## src/rtl/mips_pkg.sv

```systemverilog
// Shared definitions for the MIPS pipeline: NOP encoding, PC step and the
// instruction-fetch state encoding.
package mips_pkg;

    localparam logic [31:0] NOP_INS = 32'h0000_0000;
    localparam logic [31:0] PC_STEP = 32'd4;

    typedef enum logic [1:0] {
        S_REQ  = 2'd0,
        S_HOLD = 2'd1,
        S_DROP = 2'd2
    } fetch_state_t;

endpackage

```

## src/rtl/if_fetch.sv

```systemverilog
// Instruction-fetch stage: owns the PC, keeps at most one request to
// instruction memory in flight, feeds the IF/ID register, buffers a returned
// instruction across ID stalls and squashes wrong-path fetches on redirects.
module if_fetch
    import mips_pkg::*;
#(
    parameter logic [31:0] RESET_PC = 32'h0000_0000
) (
    input  logic        clk,
    input  logic        rst,
    input  logic        stall,
    input  logic        redirect,
    input  logic [31:0] redirect_pc,
    output logic        imem_req,
    output logic [31:0] imem_addr,
    input  logic        imem_ack,
    input  logic [31:0] imem_data,
    output logic [31:0] pc_out,
    output logic [31:0] ins_out,
    output logic        en_reg
);

    fetch_state_t state_reg, state_next;
    logic [31:0]  pc_reg, pc_next;
    logic [31:0]  tgt_reg, tgt_next;
    logic [31:0]  hold_ins_reg, hold_ins_next;
    logic [31:0]  hold_pc_reg, hold_pc_next;
    logic [31:0]  pc_plus;

    assign pc_plus = pc_reg + PC_STEP;

    // State, PC, redirect target and stall buffer registers
    always_ff @(posedge clk) begin
        if (rst) begin
            state_reg    <= S_REQ;
            pc_reg       <= RESET_PC;
            tgt_reg      <= '0;
            hold_ins_reg <= '0;
            hold_pc_reg  <= '0;
        end else begin
            state_reg    <= state_next;
            pc_reg       <= pc_next;
            tgt_reg      <= tgt_next;
            hold_ins_reg <= hold_ins_next;
            hold_pc_reg  <= hold_pc_next;
        end
    end

    // Next-state logic and IF/ID drive; redirect beats stall and ack everywhere
    always_comb begin
        state_next    = state_reg;
        pc_next       = pc_reg;
        tgt_next      = tgt_reg;
        hold_ins_next = hold_ins_reg;
        hold_pc_next  = hold_pc_reg;
        imem_req      = 1'b0;
        imem_addr     = pc_reg;
        en_reg        = 1'b0;
        pc_out        = '0;
        ins_out       = NOP_INS;

        case (state_reg)
            S_REQ: begin
                imem_req = 1'b1;
                if (redirect) begin
                    en_reg        = 1'b1;
                    hold_ins_next = '0;
                    hold_pc_next  = '0;
                    if (imem_ack) begin
                        pc_next    = redirect_pc;
                        state_next = S_REQ;
                    end else begin
                        // Request still in flight: its address must stay put
                        tgt_next   = redirect_pc;
                        state_next = S_DROP;
                    end
                end else if (imem_ack) begin
                    pc_next = pc_plus;
                    if (stall) begin
                        hold_ins_next = imem_data;
                        hold_pc_next  = pc_plus;
                        state_next    = S_HOLD;
                    end else begin
                        en_reg  = 1'b1;
                        ins_out = imem_data;
                        pc_out  = pc_plus;
                    end
                end
            end

            S_HOLD: begin
                if (redirect) begin
                    en_reg        = 1'b1;
                    hold_ins_next = '0;
                    hold_pc_next  = '0;
                    pc_next       = redirect_pc;
                    state_next    = S_REQ;
                end else begin
                    ins_out = hold_ins_reg;
                    pc_out  = hold_pc_reg;
                    en_reg  = !stall;
                    if (!stall) begin
                        state_next = S_REQ;
                    end
                end
            end

            S_DROP: begin
                imem_req = 1'b1;
                if (redirect) begin
                    en_reg        = 1'b1;
                    hold_ins_next = '0;
                    hold_pc_next  = '0;
                    if (imem_ack) begin
                        pc_next    = redirect_pc;
                        state_next = S_REQ;
                    end else begin
                        tgt_next = redirect_pc;
                    end
                end else if (imem_ack) begin
                    // Wrong-path data is dropped; resume at the saved target
                    pc_next    = tgt_reg;
                    state_next = S_REQ;
                end
            end

            default: begin
                state_next = S_REQ;
            end
        endcase

        if (rst) begin
            imem_req = 1'b0;
            en_reg   = 1'b0;
            pc_out   = '0;
            ins_out  = NOP_INS;
        end
    end

endmodule

```

## config.mk

```make
export PLATFORM = sky130hd
export DESIGN_NAME = if_fetch
export DESIGN_NICKNAME = d
export VERILOG_FILES = /design/src/rtl/mips_pkg.sv /design/src/rtl/if_fetch.sv
export SDC_FILE = /design/constraint.sdc
export NUM_CORES = 1
export LEC_CHECK = 0
export ABC_AREA = 1
export BUFFER_PORTS_ARGS = -buffer_cell sky130_fd_sc_hd__buf_2
export CORE_UTILIZATION = 30
export CTS_CLUSTER_SIZE = 12
export DETAILED_ROUTE_END_ITERATION = 12
export PLACE_DENSITY = 0.48
export SLEW_MARGIN = 20
export SYNTH_ARGS = -nofsm -noshare
export SYNTH_HDL_FRONTEND = slang
export SYNTH_SLANG_ARGS = --single-unit
```

## constraint.sdc

```tcl
create_clock -name clk -period 2.3 [get_ports clk]
set_input_delay 0.46 -clock clk [delete_from_list [all_inputs] [get_ports clk]]
set_output_delay 0.46 -clock clk [all_outputs]
set_load 0.05 [all_outputs]
```

[Word-level counts from Yosys, hierarchy flattened]
Cells that the tools add are included.
Storage, ports and cells
  input bits: 69
  register bits: 130
Cells by class
  bitwise logic cells: 1
  reductions and logical operators: 10
  eq/ne operators: 8
  add/subtract/negate cells: 1
  mux-type cells: 44
Operator list (number)
  32-bit two-way mux: 22
  32-bit one-hot mux with 2 select lines: 4
  32-bit one-hot mux with 3 select lines: 1
  32-bit by 3-bit adder with 32-bit output, second input constant: 1
  2-bit two-way mux: 7
  3-bit != test, second input constant: 4
  1-bit two-way mux: 8
  4-bit AND reduction: 2
  2-bit one-hot mux with 3 select lines: 1
  3-bit AND reduction: 2
  2-bit != test, second input constant: 2
  2-bit OR reduction: 2
  1-bit one-hot mux with 3 select lines: 1
  3-bit nonzero test: 1
  2-bit by 1-bit equality test with 1-bit output, second input constant: 1
  2-bit equality test, second input constant: 1
  2-bit logical NOT: 1
  2-bit nonzero test: 1
  1-bit logical NOT: 1
  1-bit inverter: 1

[Depth between registers and ports, before layout]
Gate-level depths: netlist (run 1).
  depth after elaboration: 6
  gate-level depth with buffers: 14
  mapped depth without buffers: 13

[Worst setup path after synthesis (run 1)]
Ideal clock, no wire load.
  kind: input to output
  start: input redirect
  end: output en_reg
  arrival: 3.414 ns
  setup slack: -1.574 ns
  stages on the path: 5
  data required time: 1.840 ns
  cell sequence: inv_2 buf_2 buf_2 buf_2 a2111oi_0
On the way
  word-level cells in the longest chain between the ends: 3
Ends and longest elaborated chain
  start, declared: RTL line if_fetch.sv:12  | input logic redirect,
  1-bit two-way mux (on tied branches): RTL line if_fetch.sv:110, if_fetch.sv:92, if_fetch.sv:65
  1-bit one-hot mux with 3 select lines (*): RTL line if_fetch.sv:62  | case (state_reg)
  1-bit two-way mux (*): RTL line if_fetch.sv:132  | if (rst) begin
  end, declared: RTL line if_fetch.sv:20  | output logic en_reg
Mark *: on every way between the ends. The rest lies on a longest branch, timed or not.

[Worst setup path after layout (run 1)]
  start: register pc_reg[3], in the netlist imem_addr[3]
  end: output pc_out[31]
On the way
  word-level cells in the longest chain between the ends: 6
Ends and longest elaborated chain
  start, declared: RTL line if_fetch.sv:24  | logic [31:0] pc_reg, pc_next;
  start signal, assigned: RTL line if_fetch.sv:42  | pc_reg <= pc_next;
  32-bit by 3-bit adder with 32-bit output: RTL line if_fetch.sv:30  | assign pc_plus = pc_reg + PC_STEP;
  32-bit two-way mux: RTL line if_fetch.sv:79  | if (stall) begin
  32-bit two-way mux: RTL line if_fetch.sv:77  | end else if (imem_ack) begin
  32-bit two-way mux: RTL line if_fetch.sv:65  | if (redirect) begin
  32-bit one-hot mux with 2 select lines: RTL line if_fetch.sv:62
  32-bit two-way mux: RTL line if_fetch.sv:132
  end, declared: RTL line if_fetch.sv:18  | output logic [31:0] pc_out,
No other way between the ends.

==> results of run 1 <==
-- worst max-delay path by stage --
stage | end | slack (ps) | cells after the start
after global placement | pc_out[24] | -30 | 12
after CTS | pc_out[28] | -260 | 12
after floorplan | pc_out[30] | 9 | 11
after detailed placement | pc_out[24] | -40 | 12
final | pc_out[31] | -270 | 12
after global routing | pc_out[28] | -380 | 12
-- per-stage QoR --
step	instances	util, %	total power [mW]	hold slack, ps
floorplan	1479	-	5.75	424
global placement	2033	39.8	7.31	440
detailed placement	2033	39.8	7.34	440
CTS	2085	46.6	10.5	288
global route	2101	48.2	11.2	319
finish	2101	48.2	10.6	294
-- per-layer routing --
| layer | wire (um) | vias to the layer above | track usage [%] |
|---|---|---|---|
| li1 | - | 5467 | - |
| met1 | 16700 | 5351 | 31.6 |
| met2 | 18400 | 315 | 41.8 |
| met3 | 1660 | 61 | 3.50 |
| met4 | 1160 | 0 | 9.47 |
| met5 | 0 | - | 0 |
-- power by group --
part	total, mW	internal, mW	switching, mW
Clock	2.70	1.53	1.17
Sequential	3.03	2.69	0.340
Combinational	4.91	1.74	3.16
-- kinds of logic after synthesis --
family | count (synthesis)
AND/OR/NAND/NOR | 695
AO/OA/AOI/OAI | 399
buffers and inverters | 249
flip-flops | 130
adder cells (fa/ha/maj) | 6
-- cell type report --
cell class / count / area (sq um) / share of cell area, %
sequential: 130 / 2650 / 19.0
inverter: 126 / 489 / 3.51
clock inverter: 14 / 130 / 0.933
clock buffer: 18 / 439 / 3.15
timing repair buffer: 329 / 3020 / 21.6
tap: 384 / 480 / 3.44
multi-input combinational: 1100 / 6740 / 48.3
-- placed cells by master (no fill, tap or decap), types with 5 or more instances in the layout --
| cell type | count |
|---|---|
| clkbuf_16 | 17 |
| nand3_1 | 164 |
| buf_6 | 67 |
| nand3_2 | 50 |
| buf_4 | 117 |
| dfxtp_4 | 7 |
| a21oi_1 | 91 |
| o21a_1 | 12 |
| inv_2 | 18 |
| nand4_1 | 11 |
| o22ai_1 | 6 |
| nor2_1 | 54 |
| buf_12 | 26 |
| and2_4 | 6 |
| nand2_2 | 32 |
| clkinvlp_4 | 5 |
| nand3_4 | 12 |
| a21oi_4 | 40 |
| nor2_4 | 29 |
| buf_8 | 15 |
| inv_6 | 5 |
| inv_1 | 103 |
| o211ai_1 | 28 |
| nand2_1 | 299 |
| o22ai_2 | 16 |
| and2_1 | 9 |
| dfxtp_2 | 20 |
| dfxtp_1 | 103 |
| buf_2 | 99 |
| nor2_2 | 15 |
| nand2_4 | 10 |
| o21ai_0 | 137 |
| a31oi_1 | 49 |
-- what timing repair did --
item,CTS,global route
setup endpoints to repair,66,66
resized for setup,299,114
pin swaps,31,43
setup buffers,11,21
cloned,9,0
-- critical path, cell delays in order (launching register included) --
cell     delay (ps)
dfxtp_4         360
buf_6           110
nand2_2          60
nor2_4          130
buf_6           120
nand2_4          50
nor2_4          160
buf_4           140
nand3_2          90
nand3_2         100
o22ai_2          60
and2_4          150
buf_8           150
==> results.sh, run 1 <==
export IMPL_outcome="complete, but fails checks"
export IMPL_violations="setup timing"
export IMPL_synth_top_cell_by_area="dfxtp_1"
export IMPL_reg2reg_to="imem_addr[30]"
export IMPL_rows=62
export IMPL_first_global_vias=10702
export IMPL_grt_max_degree=59
export IMPL_synth_common_cells="nand2_1 (340), nand3_1 (225), o21ai_0 (142)"
export IMPL_grt_usage_pct=24.7
export IMPL_clk_pin_slew_ps=60
export IMPL_dp_hpwl_um=25300
export IMPL_worst_setup_path_type="reg -> out"
export IMPL_nets=1779
export IMPL_pre_cts_slack_ps=-40.1
export IMPL_diodes=0
export IMPL_cts_root_buf="clkbuf_16"
export IMPL_power_leakage_nw=5.59
export IMPL_drc=0
export IMPL_endpoint_kind="output port"
export IMPL_synth_compound_area_share_pct=25.0
export IMPL_ctsHoldBuffers=0
export IMPL_whs_endpoint="tgt_reg[1]"
export IMPL_viasPerCell=5.33
export IMPL_hold_path_class="in -> reg"
export IMPL_clk_path_buf_depth=2
export IMPL_synth_fa_ha_area_share_pct=0.845
export IMPL_timing_worst_slew_pin_value_ps=524
export IMPL_fp_dieW_um=174
export IMPL_synthMuxAreaShare_pct=0
export IMPL_cts_tree="yes"
export IMPL_synth_edff_count=0
export IMPL_clock_sinks=130
export IMPL_syn_nets=1554
export IMPL_hold_viol=0
export IMPL_hold_depth=3
export IMPL_drive_above_1_share_pct=36.8
export IMPL_nFillCells=2902
export IMPL_antenna_found_initial=0
export IMPL_crit_path_max_fanout=4
export IMPL_postRouteAntennaNets=0
export IMPL_dieArea_sq_mm=0.0303
export IMPL_drt_iter0_drc=792
export IMPL_drt_total_wl_um=37900
export IMPL_setup_viol=65
export IMPL_synth_main_ff_cell="dfxtp_1"
export IMPL_min_period_over_period_pct=112
export IMPL_powerDensity_mw_per_mm2=762
export IMPL_cts_made_buffers=17
export IMPL_max_cap_violations=0
export IMPL_firstDrtPassIters=5
export IMPL_yosys_warnings=0
export IMPL_drv_slew=0
export IMPL_min_period_ps=2570
export IMPL_gp_congestion=0.871
export IMPL_place_area_sq_mm=0.0115
export IMPL_vdd_drop_max_mv=0.521
export IMPL_critPathLaunchType="flip-flop"
export IMPL_tns_ps=-11580
export IMPL_arrival_ps=2110
export IMPL_worstPathRequired_ps=1840
export IMPL_h_tree_depth=4
export IMPL_synthTopCellsByArea="dfxtp_1 (29%), nand2_1 (14%), nand3_1 (13%)"
export IMPL_synth_top_family_by_area="simple AND/OR/NAND/NOR gates"
export IMPL_setup_ws_ps=-266
export IMPL_die_h_um=174
export IMPL_rsz0062_at_grt="true"
export IMPL_ios=167
export IMPL_fin_area_sq_mm=0.0140
export IMPL_r2r_start="state_reg[1]"
export IMPL_synth_simple_gate_area_share_pct=33.8
export IMPL_max_slew_margin_rel_pct=65.0
export IMPL_core_area_sq_mm=0.0289
export IMPL_synth_area_per_cell_sq_um=6.01
export IMPL_min_delay_start="redirect_pc[1]"
export IMPL_vias=11194
export IMPL_ys_ff_latch=130
export IMPL_clk_latency_ps=430
export IMPL_ys_seq_area_share_pct=29.3
export IMPL_fmax_ghz=0.390
export IMPL_gr_total_overflow=0
export IMPL_wl_per_cell_um=18.0
export IMPL_synth_cells=1479
export IMPL_areaGrowthSynthToFinish_pct=57.1
export IMPL_io_buffers=166
export IMPL_reg2reg_depth=12
export IMPL_finClkSkew_ps=15.0
export IMPL_r2r_slack_ps=230
export IMPL_initial_core_util_pct=30.7
export IMPL_synth_xor_area_share_pct=0
export IMPL_yosysMostFrequentCell="nand2_1"
export IMPL_grt_pass1_wl_um=59100
export IMPL_netlist_area_sq_mm=0.00888
export IMPL_cp_startpoint="imem_addr[3]"
export IMPL_yosysTopAreaCellShare_pct=29.3
export IMPL_synthArstFlopShare_pct=0
export IMPL_synth_distinct_cells=35
Note: power is estimated with default switching activity, not from simulation.
==> inputs of run 2 (changes only) <==
--- a/config.mk
+++ b/config.mk
@@ -7,10 +7,11 @@
 export LEC_CHECK = 0
 export ABC_AREA = 1
 export BUFFER_PORTS_ARGS = -buffer_cell sky130_fd_sc_hd__buf_2
-export CORE_UTILIZATION = 30
+export CORE_UTILIZATION = 57
 export CTS_CLUSTER_SIZE = 12
 export DETAILED_ROUTE_END_ITERATION = 12
-export PLACE_DENSITY = 0.48
+export GPL_ROUTABILITY_DRIVEN = 1
+export PLACE_DENSITY = 0.82
 export SLEW_MARGIN = 20
 export SYNTH_ARGS = -nofsm -noshare
 export SYNTH_HDL_FRONTEND = slang
==> run 2 against run 1 <==
Effect of this change: the flow now stops in global routing; synthesized cell count is the same; synthesized area is the same.
==> results.sh, run 2 <==
export IMPL_outcome="aborted with a tool error"
export IMPL_haltStage="global routing"
export IMPL_error="[ERROR GRT-0232] Routing congestion too high. Check the congestion heatmap in the GUI."
export IMPL_yosys_warnings=0
export IMPL_synth_top_cell_by_area="dfxtp_1"
export IMPL_yosysMostFrequentCell="nand2_1"
export IMPL_synthArstFlopShare_pct=0
export IMPL_worstEndpointGrtRepair="pc_out[28]"
export IMPL_gp_congestion=0.973
export IMPL_synth_area_per_cell_sq_um=6.01
export IMPL_synth_distinct_cells=35
export IMPL_grt_usage_pct=70.9
export IMPL_synthTopCellsByArea="dfxtp_1 (29%), nand2_1 (14%), nand3_1 (13%)"
export IMPL_grt_max_degree=57
export IMPL_cts_made_buffers=17
export IMPL_io_buffers=166
export IMPL_initial_core_util_pct=58.4
export IMPL_h_tree_depth=4
export IMPL_synth_cells=1479
export IMPL_synth_common_cells="nand2_1 (340), nand3_1 (225), o21ai_0 (142)"
export IMPL_synth_main_ff_cell="dfxtp_1"
export IMPL_die_h_um=127
export IMPL_clk_path_buf_depth=2
export IMPL_netlist_area_sq_mm=0.00888
export IMPL_ys_seq_area_share_pct=29.3
export IMPL_syn_nets=1554
export IMPL_place_area_sq_mm=0.0110
export IMPL_rows=45
export IMPL_dp_hpwl_um=21000
export IMPL_clock_sinks=130
export IMPL_fp_dieW_um=127
export IMPL_cts_root_buf="clkbuf_16"
export IMPL_yosysTopAreaCellShare_pct=29.3
export IMPL_ios=167
export IMPL_synth_edff_count=0
export IMPL_ys_ff_latch=130
export IMPL_gr_total_overflow=26
export IMPL_worstEndpointType="primary output"
## run 2: cell counts after synthesis
No cell type changed its count.
## run 2: what timing repair did
| item | in CTS |
|---|---|
| hold buffers | 0 |
| pin swaps | 49 |
| buffers inserted | 48 |
| cloned | 10 |
| setup endpoints to repair | 65 |
| gates resized for setup | 325 |
## run 2: cell families after synthesis
| kind of cell | after synthesis | synth area share, % |
|---|---|---|
| adder cells (fa/ha/maj) | 6 | 0.845 |
| AO/OA/AOI/OAI | 399 | 25.0 |
| flip-flops | 130 | 29.3 |
| buffers and inverters | 249 | 11.1 |
| AND/OR/NAND/NOR | 695 | 33.8 |
## run 2: per-stage QoR
| stage | hold WS (ps) | utilization (%) | setup TNS (ps) | instances | setup WS [ps] |
|---|---|---|---|---|---|
| CTS | 304 | 88.1 | -10570 | 1891 | -256 |
| global placement | 433 | 72.6 | -11.2 | 1805 | -11.2 |
| floorplan | 424 | - | 0 | 1479 | 8.84 |
| detailed placement | 441 | 72.6 | -103 | 1805 | -75.3 |
## run 2: per-layer routing
metal / overflow / global-route usage, %
met1: 1 / 73.9
met2: 16 / 90.2
met3: 0 / 51.4
met4: 8 / 67.3
met5: 1 / 10.8
==> inputs of run 3 (changes only) <==
--- a/config.mk
+++ b/config.mk
@@ -7,11 +7,10 @@
 export LEC_CHECK = 0
 export ABC_AREA = 1
 export BUFFER_PORTS_ARGS = -buffer_cell sky130_fd_sc_hd__buf_2
-export CORE_UTILIZATION = 57
-export CTS_CLUSTER_SIZE = 12
+export CORE_UTILIZATION = 40
 export DETAILED_ROUTE_END_ITERATION = 12
 export GPL_ROUTABILITY_DRIVEN = 1
-export PLACE_DENSITY = 0.82
+export PLACE_DENSITY_LB_ADDON = 0.15
 export SLEW_MARGIN = 20
 export SYNTH_ARGS = -nofsm -noshare
 export SYNTH_HDL_FRONTEND = slang
==> run 3 against run 2 <==
Effect of this change: the flow now finishes, with violations (setup timing).
==> results.sh, run 3 (synthesis gave the netlist of run 1 again) <==
export IMPL_hold_viol=0
export IMPL_cpLargestDelayFamily="simple AND/OR/NAND/NOR gates"
export IMPL_first_global_vias=10502
export IMPL_drt_total_wl_um=36000
export IMPL_fmax_ghz=0.383
export IMPL_grt_pass1_wl_um=55900
export IMPL_pre_cts_slack_ps=-79.0
export IMPL_dp_hpwl_um=22800
export IMPL_final_cells=1994
export IMPL_wl_per_cell_um=18.0
export IMPL_critPathLaunchType="flip-flop"
export IMPL_ctsHoldBuffers=0
export IMPL_utilization_pct=63.7
export IMPL_clockPowerShare_pct=24.9
export IMPL_firstDrtPassIters=5
export IMPL_path_cells="ha_4 -> nand2_4 -> nor2_4 -> nand2_4 -> nor2_4 -> nand2_1 -> nand2_2 -> nand3_2 -> o22ai_2 -> inv_1 -> nor2_4 -> buf_8"
export IMPL_min_period_ps=2610
export IMPL_rows=54
export IMPL_areaGrowthSynthToFinish_pct=56.5
export IMPL_mostFrequentLayoutCell="nand2_1"
export IMPL_clock_sinks=130
export IMPL_die_h_um=151
export IMPL_worstPathRequired_ps=1840
export IMPL_setup_viol=66
export IMPL_max_slew_margin_rel_pct=70.9
export IMPL_clk_path_buf_depth=2
export IMPL_arrival_ps=2150
export IMPL_dieArea_sq_mm=0.0228
export IMPL_crit_path_max_fanout=6
export IMPL_fp_dieW_um=151
export IMPL_violations="setup timing"
export IMPL_worst_setup_path_type="reg -> out"
export IMPL_max_cap_violations=0
export IMPL_p_int_mw=5.96
export IMPL_nets=1776
export IMPL_cts_root_buf="clkbuf_16"
export IMPL_setup_ws_ps=-312
export IMPL_grt_usage_pct=31.8
export IMPL_p_switching_mw=4.60
export IMPL_drive_above_1_share_pct=35.4
export IMPL_viasPerCell=5.66
export IMPL_crit_path_max_incr_delay_ps=360
export IMPL_gr_total_overflow=0
export IMPL_finClkSkew_ps=12.5
export IMPL_vdd_drop_max_mv=0.564
export IMPL_cp_num_buf_inv=2
export IMPL_io_buffers=166
export IMPL_powerDensity_mw_per_mm2=759
export IMPL_finalPower_mw=10.6
export IMPL_clk_pin_slew_ps=60
export IMPL_antenna_found_initial=0
export IMPL_diodes=0
export IMPL_cts_tree="yes"
export IMPL_rsz0062_at_grt="true"
export IMPL_p_sw_share_pct=43.5
export IMPL_path_common_cell="nor2_4"
export IMPL_power_leakage_nw=5.60
export IMPL_postRouteAntennaNets=0
export IMPL_endpoint_kind="output port"
export IMPL_layout_common_cells="nand2_1 (308), nand3_1 (175), o21ai_0 (137)"
export IMPL_min_period_over_period_pct=114
export IMPL_drc=0
export IMPL_hold_path_class="in -> reg"
export IMPL_initial_core_util_pct=40.7
export IMPL_cp_slowest_cell="dfxtp_4"
export IMPL_grt_max_degree=78
export IMPL_clk_latency_ps=440
export IMPL_core_area_sq_mm=0.0218
export IMPL_cts_made_buffers=17
export IMPL_dp_cells=1910
export IMPL_timing_worst_slew_pin_value_ps=432
export IMPL_p_comb_share_pct=46.1
export IMPL_pwr_share_seq_pct=29.0
export IMPL_drt_iter0_drc=853
export IMPL_gp_congestion=0.925
export IMPL_ios=167
export IMPL_vias=11294
export IMPL_h_tree_depth=4
export IMPL_drv_slew=0
export IMPL_outcome="complete, but fails checks"
==> run 3: worst paths after layout <==
kind / startpoint / to / slack [ps] / cells past startpoint
hold / removal: redirect_pc[1] / tgt_reg[1] / 290 / 3
setup reg to reg: imem_addr[3] / hold_pc_reg[21] / -210 / 21
hold reg to reg: tgt_reg[29] / tgt_reg[29] / 450 / 2
setup / recovery: imem_addr[3] / pc_out[22] / -310 / 12
==> run 3: power by group through the flow <==
| stage | Sequential, mW | Combinational (mW) | Clock, mW |
|---|---|---|---|
| 5_1_grt | 3.11 | 5.25 | 2.75 |
| 6_report | 3.07 | 4.86 | 2.63 |
| 4_1_cts | 3.04 | 4.72 | 2.66 |
| 3_3_place_gp | 3.05 | 4.10 | 0 |
| 3_5_place_dp | 3.06 | 4.14 | 0 |
| 2_1_floorplan | 3.45 | 2.30 | 0 |
==> run 3: worst min-delay path: stages <==
cell	delay [ps]
buf_2	70
inv_1	50
a21oi_1	110
==> run 3: repair_timing <==
item | in CTS | in global routing
pin swaps | 54 | 45
setup endpoints to repair | 65 | 66
resized for setup | 320 | 83
setup buffers | 30 | 16
gates cloned | 10 | 0
==> run 3: routing by layer <==
metal / vias up / part of all wire (%) / track usage [%]
li1: 5484 / - / -
met1: 5291 / 41 / 39.4
met2: 410 / 49 / 53.7
met3: 109 / 6.0 / 5.12
met4: 0 / 4.0 / 14.8
met5: - / 0 / 0
==> run 3: area by class of cell <==
type,count,area (sq um)
Fill cell,1950,7920
Timing Repair Buffer,326,3100
Clock inverter,13,113
Sequential cell,130,2660
Inverter,126,489
Multi-Input combinational cell,1100,6750
Clock buffer,19,443
Tap cell,280,350
==> run 3: metrics by stage <==
step / hold WS [ps] / cell area (sq um) / TNS (ps)
4_1_cts: 276 / 13500 / -12110
3_3_place_gp: 438 / 11300 / -75.3
6_report: 286 / 13900 / -11240
3_5_place_dp: 441 / 11300 / -132
5_1_grt: 301 / 13900 / -16150
2_1_floorplan: 424 / 9470 / 0
==> inputs of run 4 (changes only) <==
--- a/config.mk
+++ b/config.mk
@@ -7,7 +7,7 @@
 export LEC_CHECK = 0
 export ABC_AREA = 1
 export BUFFER_PORTS_ARGS = -buffer_cell sky130_fd_sc_hd__buf_2
-export CORE_UTILIZATION = 40
+export CORE_UTILIZATION = 57
 export DETAILED_ROUTE_END_ITERATION = 12
 export GPL_ROUTABILITY_DRIVEN = 1
 export PLACE_DENSITY_LB_ADDON = 0.15
==> run 4 against run 3 <==
Effect of this change: the run now fails in global routing; synthesized cell count did not move; synthesized area did not move.
==> results.sh, run 4 <==
export IMPL_outcome="aborted with a tool error"
export IMPL_haltStage="global routing"
export IMPL_error="[ERROR GRT-0232] Routing congestion too high. Check the congestion heatmap in the GUI."
export IMPL_clock_sinks=130
export IMPL_cts_root_buf="clkbuf_16"
export IMPL_synth_compound_area_share_pct=25.0
export IMPL_place_area_sq_mm=0.0110
export IMPL_synth_main_ff_cell="dfxtp_1"
export IMPL_synth_distinct_cells=35
export IMPL_yosysMostFrequentCell="nand2_1"
export IMPL_synth_common_cells="nand2_1 (340), nand3_1 (225), o21ai_0 (142)"
export IMPL_synth_top_cell_by_area="dfxtp_1"
export IMPL_ys_ff_latch=130
export IMPL_initial_core_util_pct=58.4
export IMPL_io_buffers=166
export IMPL_ctsHoldBuffers=0
export IMPL_netlist_area_sq_mm=0.00888
export IMPL_ios=167
export IMPL_synthMuxAreaShare_pct=0
export IMPL_synth_cells=1479
export IMPL_synth_xor_area_share_pct=0
export IMPL_synth_area_per_cell_sq_um=6.01
export IMPL_grt_max_degree=78
export IMPL_synth_simple_gate_area_share_pct=33.8
export IMPL_synth_fa_ha_area_share_pct=0.845
export IMPL_clk_path_buf_depth=2
export IMPL_syn_nets=1554
export IMPL_fp_dieW_um=127
export IMPL_h_tree_depth=4
export IMPL_yosys_warnings=0
export IMPL_yosysTopAreaCellShare_pct=29.3
export IMPL_cts_made_buffers=17
export IMPL_dp_hpwl_um=20400
export IMPL_grt_usage_pct=73.6
export IMPL_ys_seq_area_share_pct=29.3
export IMPL_synthArstFlopShare_pct=0
export IMPL_rows=45
export IMPL_die_h_um=127
export IMPL_synth_top_family_by_area="simple AND/OR/NAND/NOR gates"
export IMPL_worstEndpointGrtRepair="pc_out[28]"
export IMPL_gr_total_overflow=52
export IMPL_worstEndpointType="primary output"
export IMPL_synth_edff_count=0
export IMPL_synthTopCellsByArea="dfxtp_1 (29%), nand2_1 (14%), nand3_1 (13%)"
export IMPL_gp_congestion=0.961
-- run 4: cells by family after synthesis --
| family | Yosys count |
|---|---|
| compound gates | 399 |
| fa+ha+maj | 6 |
| buf+inv | 249 |
| flops | 130 |
| simple gates | 695 |
-- run 4: timing repair --
| item | CTS |
|---|---|
| resized for setup | 321 |
| endpoints found under the setup margin | 65 |
| pin swaps | 46 |
| gates cloned | 9 |
| setup buffers | 41 |
| endpoints found under the hold margin | 0 |
-- run 4: through the flow --
step | setup WS (ps) | cells | setup TNS, ps
after floorplan | 8.84 | 1479 | 0
after global placement | -14.6 | 1803 | -14.6
after detailed placement | -16.4 | 1803 | -21.6
after CTS | -242 | 1885 | -10220
-- run 4: metal layers --
| layer | global-route usage (%) | GRT overflow |
|---|---|---|
| met2 | 92.9 | 27 |
| met1 | 73.2 | 0 |
| met5 | 17.0 | 0 |
| met4 | 72.7 | 24 |
| met3 | 57.1 | 1 |
